## src/rtl/asg_pkg.sv

```systemverilog
// Shared types and helpers for the alternating-step-generator keystream stages.
package asg_pkg;

  localparam int NIBBLE_W = 4;

  typedef enum logic {
    WARMUP = 1'b0,
    PACK   = 1'b1
  } pack_state_t;

  // Ceiling log2 for elaboration-time sizing; returns 0 for n <= 1.
  function automatic int clog2(input int n);
    int r;
    r = 0;
    while ((1 << r) < n) r++;
    return r;
  endfunction

endpackage

```

## src/rtl/asg_sync_fifo.sv

```systemverilog
// Single-clock FIFO with pointer-MSB full/empty detection and the head word
// read straight out of storage.
module asg_sync_fifo
  import asg_pkg::*;
#(
  parameter int W     = 16,
  parameter int DEPTH = 4
) (
  input  logic         clock,
  input  logic         reset,
  input  logic         push,
  input  logic [W-1:0] din,
  input  logic         pop,
  output logic [W-1:0] dout,
  output logic         full,
  output logic         empty
);

  localparam int AW = clog2(DEPTH);

  logic [AW:0]  wr_ptr;
  logic [AW:0]  rd_ptr;
  logic [W-1:0] mem [DEPTH];
  logic         do_pop;
  logic         do_push;

  // A full FIFO still takes a word when the head leaves on the same edge.
  assign do_pop  = pop && !empty;
  assign do_push = push && (!full || do_pop);

  // Pointer update; the extra MSB tells a full ring from an empty one.
  always_ff @(posedge clock) begin
    // NOTE: sequential state uses non-blocking assignments so every register samples pre-edge values.
    if (!reset) begin
      wr_ptr <= '0;
      rd_ptr <= '0;
    end else begin
      if (do_push) wr_ptr <= wr_ptr + 1'b1;
      if (do_pop)  rd_ptr <= rd_ptr + 1'b1;
    end
  end

  // Storage write.
  always_ff @(posedge clock) begin
    // NOTE: storage is not reset; the pointers alone define which entries are live.
    if (do_push) mem[wr_ptr[AW-1:0]] <= din;
  end

  assign empty = (wr_ptr == rd_ptr);
  assign full  = (wr_ptr[AW] != rd_ptr[AW]) && (wr_ptr[AW-1:0] == rd_ptr[AW-1:0]);
  // Stale storage is masked so an empty FIFO (including just after reset) shows zero.
  assign dout  = empty ? '0 : mem[rd_ptr[AW-1:0]];

endmodule

```

## src/rtl/asg_word_packer.sv

```systemverilog
// Drops a warm-up prefix of the asg keystream, packs the following nibbles
// MSB-first into words and queues them behind a valid/ready port.
module asg_word_packer
  import asg_pkg::*;
#(
  parameter int WORD_W     = 16,
  parameter int FIFO_DEPTH = 4,
  parameter int DISCARD    = 8
) (
  input  logic                clock,
  input  logic                reset,
  input  logic [NIBBLE_W-1:0] asg_in,
  output logic [WORD_W-1:0]   out_data,
  output logic                out_valid,
  input  logic                out_ready,
  output logic                warm,
  output logic                overflow,
  output logic [7:0]          drop_count
);

  localparam int          NIB         = WORD_W / NIBBLE_W;
  localparam int          IW          = clog2(NIB);
  localparam logic [IW-1:0] LAST_IDX  = IW'(NIB - 1);
  localparam logic [7:0]  LAST_WCNT   = 8'((DISCARD == 0) ? 0 : DISCARD - 1);
  localparam pack_state_t RESET_STATE = (DISCARD == 0) ? PACK : WARMUP;

  pack_state_t              state;
  logic [7:0]               wcnt;
  logic [IW-1:0]            nib_idx;
  // Only the leading NIB-1 nibbles are held; the last one joins straight from asg_in.
  logic [WORD_W-1:NIBBLE_W] pack_q;

  logic              word_done;
  logic [WORD_W-1:0] word;
  logic              pop;
  logic              fifo_full;
  logic              fifo_empty;
  logic              drop;

  assign word_done = reset && (state == PACK) && (nib_idx == LAST_IDX);
  assign word      = {pack_q, asg_in};
  assign out_valid = !fifo_empty;
  assign pop       = out_valid && out_ready;
  assign drop      = word_done && fifo_full && !pop;

  // Warm-up / pack sequencing: one nibble consumed every cycle, never stalled.
  always_ff @(posedge clock) begin
    if (!reset) begin
      state   <= RESET_STATE;
      wcnt    <= '0;
      nib_idx <= '0;
      pack_q  <= '0;
      warm    <= 1'b0;
    end else begin
      case (state)
        WARMUP: begin
          wcnt <= wcnt + 8'd1;
          if (wcnt == LAST_WCNT) begin
            state <= PACK;
            warm  <= 1'b1;
          end
        end
        PACK: begin
          warm <= 1'b1;
          if (nib_idx == LAST_IDX) begin
            nib_idx <= '0;
          end else begin
            pack_q[WORD_W-1-NIBBLE_W*int'(nib_idx) -: NIBBLE_W] <= asg_in;
            nib_idx <= nib_idx + 1'b1;
          end
        end
        default: state <= RESET_STATE;
      endcase
    end
  end

  // Sticky overflow flag and saturating count of words lost to a full FIFO.
  always_ff @(posedge clock) begin
    if (!reset) begin
      overflow   <= 1'b0;
      drop_count <= '0;
    end else if (drop) begin
      overflow <= 1'b1;
      if (drop_count != 8'hFF) drop_count <= drop_count + 8'd1;
    end
  end

  asg_sync_fifo #(
    .W     (WORD_W),
    .DEPTH (FIFO_DEPTH)
  ) u_fifo (
    .clock (clock),
    .reset (reset),
    .push  (word_done),
    .din   (word),
    .pop   (pop),
    .dout  (out_data),
    .full  (fifo_full),
    .empty (fifo_empty)
  );

endmodule

```

## config.mk

```make
export PLATFORM = sky130hd
export DESIGN_NAME = asg_word_packer
export DESIGN_NICKNAME = d
export VERILOG_FILES = /design/src/rtl/asg_pkg.sv /design/src/rtl/asg_sync_fifo.sv /design/src/rtl/asg_word_packer.sv
export SDC_FILE = /design/constraint.sdc
export NUM_CORES = 1
export LEC_CHECK = 0
export CAP_MARGIN = 5
export CORE_MARGIN = 2
export CORE_UTILIZATION = 50
export CTS_CLUSTER_DIAMETER = 100
export DETAILED_ROUTE_END_ITERATION = 12
export PLACE_DENSITY = 0.7
export SYNTH_ARGS = -nofsm -noshare
export SYNTH_HDL_FRONTEND = slang
export SYNTH_HIERARCHICAL = 1
export SYNTH_SLANG_ARGS = --single-unit
export TNS_END_PERCENT = 100
```

## constraint.sdc

```tcl
create_clock -name clock -period 5.9 [get_ports clock]
set_clock_uncertainty 0.1 [all_clocks]
set_input_delay 1.18 -clock clock [delete_from_list [all_inputs] [get_ports clock]]
set_output_delay 1.18 -clock clock [all_outputs]
set_load 0.02 [all_outputs]
```

==> summary by stage <==
Placed design
The half-perimeter wire length after detailed placement is 4710 µm. The final RePlAce weighted congestion is 0.819. The placed instances occupy a cell area of 0.00480 mm². The number of port buffers is 33.

Synthesis
The Yosys step of the flow raised 6 warnings. The number of different library cells used by synthesis comes to 45. The cell count after synthesis came out at 322. In this run, synthesis produced a sequential element count of 105. The net count of the mapped netlist is 340.

The share of the yosys chip area belonging to registers is 62.8%. Counting flops with an async set or reset pin after synthesis yields a share of 0%. In this run the cell area of the synthesized design comes to 0.00436 mm². The most used flip-flop cell after synthesis is edfxtp_1. Counting flops with a built-in enable in the synthesized netlist gives 64.

The per-instance average area after synthesis is 13.6 µm².

Setup path
STA classifies the critical path endpoint as an output port. The data required time of the critical path is 4.62 ns. The worst path arrival time is 2.70 ns. The startpoint kind of the worst setup timing path is a flip-flop. The highest cell delay on the worst timing path is 1.05 ns. The worst-case register-to-register setup slack is 2.85 ns. In this run the critical register-to-register path is captured at u_fifo/mem[2][13]. The number of cells on the worst reg-to-reg path is 7. The slowest stage of the critical path is the dfxtp_1 cell. Traced cell by cell, the critical path runs through mux4_2 > nor2b_1 > clkdlybuf4s50_1. Along the worst path, the maximum fanout reaches 16. In this run the critical register-to-register path is launched from u_fifo/wr_ptr[0]. The setup path with the least slack is of type reg -> out.

Global route
For this run the aggregate overflow at the end of global routing stands at 0. For this run, global-route usage on met3 was measured as 3.67%. The global-route met2 utilization is 28.2%. The first global-routing pass estimated 12100 µm of wire.

Entering global routing, the biggest net connects 32 pins. In this run the most used layer during global routing was met2. The initial antenna violation count came to 0. The total routing usage reported by global routing is 16.4%. The number of global-route vias before repair is 2484. For this run, global-route usage on met1 was measured as 20.5%.

Drt
The count of TritonRoute iterations in the first routing pass is 4. The final routed wire length divided by cell count is 15.5 µm. In the routed layout, each cell is associated on average with a via count of 5.42. For this run, design rule violations remaining after detail routing come to 0.

The final antenna-violating net count is 0. The total number of vias is 2547. The total routed wirelength is 7270 µm.

The violation count after the first detailed-route iteration is 137.

Clock tree
Counting every sink on the clock net gives 105. No sink is reached through more buffers than the 2 on the longest clock path. TritonCTS built the clock tree. The number of clock buffers added by TritonCTS is 9. In this run, post-CTS repair resized a total of 0 instances. The insertion delay to the later sink of the worst-skew pair is 0.36 ns. The post-CTS setup repair buffer count is 0. The level count of the clock H-tree is 3. The number of hold buffers added after cts is 0. CTS placed an instance of clkbuf_8 at the clock tree root. After clock tree synthesis, the clock-pin slew on the worst setup and hold paths is 0.10 ns.

STA
The accumulated negative setup slack is 0 ns. The minimum clock period is 3.98 ns. The highest achievable clock rate is 251 MHz. Setup repair after global routing left no endpoint under its margin. The normalized max-slew margin is 27.9%.

The final-report hold violation count was 0. The final period utilization is 67.5%. The total of endpoints with negative setup slack in the final report is 0.

The max-slew violation total from the final report is 0. The transition time of the tightest slew-check pin is 1.08 ns. The smallest hold slack is 0.357 ns.

Flow run
Max-cap violations in this run came to 0.

Cells and area
The library cells used most frequently in the layout, excluding fill and tap cells, are 64 x edfxtp_1, 41 x dfxtp_1, 33 x clkdlybuf4s50_1, 25 x nand2_1, 22 x nor2_1. The most frequent standard cell in the layout excluding fill and tap cells is edfxtp_1. The area of all placed cells without fillers is 0.00501 mm². Measured on the finished design, the core utilization comes to 58.3%.

In the final layout, the share of cells above drive strength 1 is 10.8%. The number of filler instances in the final layout is 672. The area growth from synthesis to layout is 14.8%. In the final design database the tool counted 375 nets. The number of antenna diodes in the final layout is 0.

Floorplan
34 I/O pins were placed. The area of the die is 0.00949 mm². The vertical die dimension is 97.4 µm. The starting density of the core is 50.8%. The die is 97.4 µm wide. Row generation in the floorplan step produced 34 rows. The area of the core is 0.00859 mm².

Power
The leakage dissipation is 0.00164 µW. The total power consumption of the routed design is 1250 µW. The peak supply drop is 0.127 mV. The total power per unit cell area is 250 mW/mm².

Hold path
The worst hold path class is reg -> reg. The hold-critical path endpoint is warm. The launch instance of the worst min-delay path is warm. The depth of the worst hold-timing path is 2.

Status
The flow ran to the end, and the final reports show no timing, DRC or antenna violations.
[synth_stat cells, types with 3 or more instances]
cell,number,area (µm²)
mux2i_1,10,100
nand3_1,19,95.1
inv_1,12,45.0
xnor2_1,5,43.8
nor2b_1,17,106
dfxtp_1,41,821
mux4_2,16,360
ha_1,11,138
clkbuf_1,5,18.8
xor2_1,9,78.8
buf_2,3,15.0
nor2_1,22,82.6
a21oi_1,17,85.1
nand4_1,3,18.8
nand2_1,25,93.8
and2_1,6,37.5
edfxtp_1,64,1920
and3_1,4,25.0
[where the power goes]
group          internal [µW]  switching [µW]  total, µW
combinational           7.80            11.4       19.2
sequential               773            2.31        775
clock                    204             254        458
[worst max-delay path: cells and delay by family, from the launching register on]
kind                   cells  cell delay, ns
buffers and inverters      1            0.54
DFF                        1            1.05
muxes                      1            0.61
and+or+nand+nor            1            0.14
[area by class of cell]
type / count / area [µm²] / share of cell area (%)
timing repair buffer: 35 / 345 / 6.89
clock buffer: 9 / 124 / 2.47
sequential: 105 / 2740 / 54.8
multi-input combinational: 194 / 1530 / 30.5
inverter: 12 / 45.0 / 0.899
clock inverter: 7 / 88.8 / 1.77
tap: 108 / 135 / 2.70
[logic make-up after synthesis]
logic type	after synthesis	share of synthesized area, %
and+or+nand+nor	112	13.4
DFF	105	62.8
AOI/OAI and AO/OA	31	4.90
muxes	26	10.6
buffers and inverters	23	2.32
xor gates and xnor gates	14	2.81
adders and majority gates	11	3.15
[layer usage]
metal,up-vias,wire length [µm]
met4,0,108
met2,43,3630
li1,1246,-
met1,1249,3300
met5,-,0
met3,9,229
[state kept, by name (all words and copies together), names as in the netlist, named ones only]
signal / cells
drop_count: 8
nib_idx: 2
overflow: 1
pack_q: 12
state: 1
u_fifo/mem: 64
u_fifo/rd_ptr: 3
u_fifo/wr_ptr: 3
warm: 1
wcnt: 8
[stage by stage]
step	setup WS (ns)	cells
5_1_grt	1.65	470
3_5_place_dp	2.07	454
6_report	1.92	470
2_1_floorplan	2.76	322
3_3_place_gp	2.11	454
4_1_cts	1.79	470
[worst max path at each step]
stage	cells after the start	to	startpoint	slack, ns
after floorplan	4	u_fifo/mem[3][0]	out_ready	2.76
after global placement	4	u_fifo/mem[1][10]	reset	2.11
after detailed placement	4	u_fifo/mem[0][10]	reset	2.07
after CTS	3	out_data[15]	flip-flop	1.79
after global routing	3	out_data[7]	flip-flop	1.65
final	3	out_data[15]	flip-flop	1.92
No activity file was read; power rests on OpenSTA's default activity.
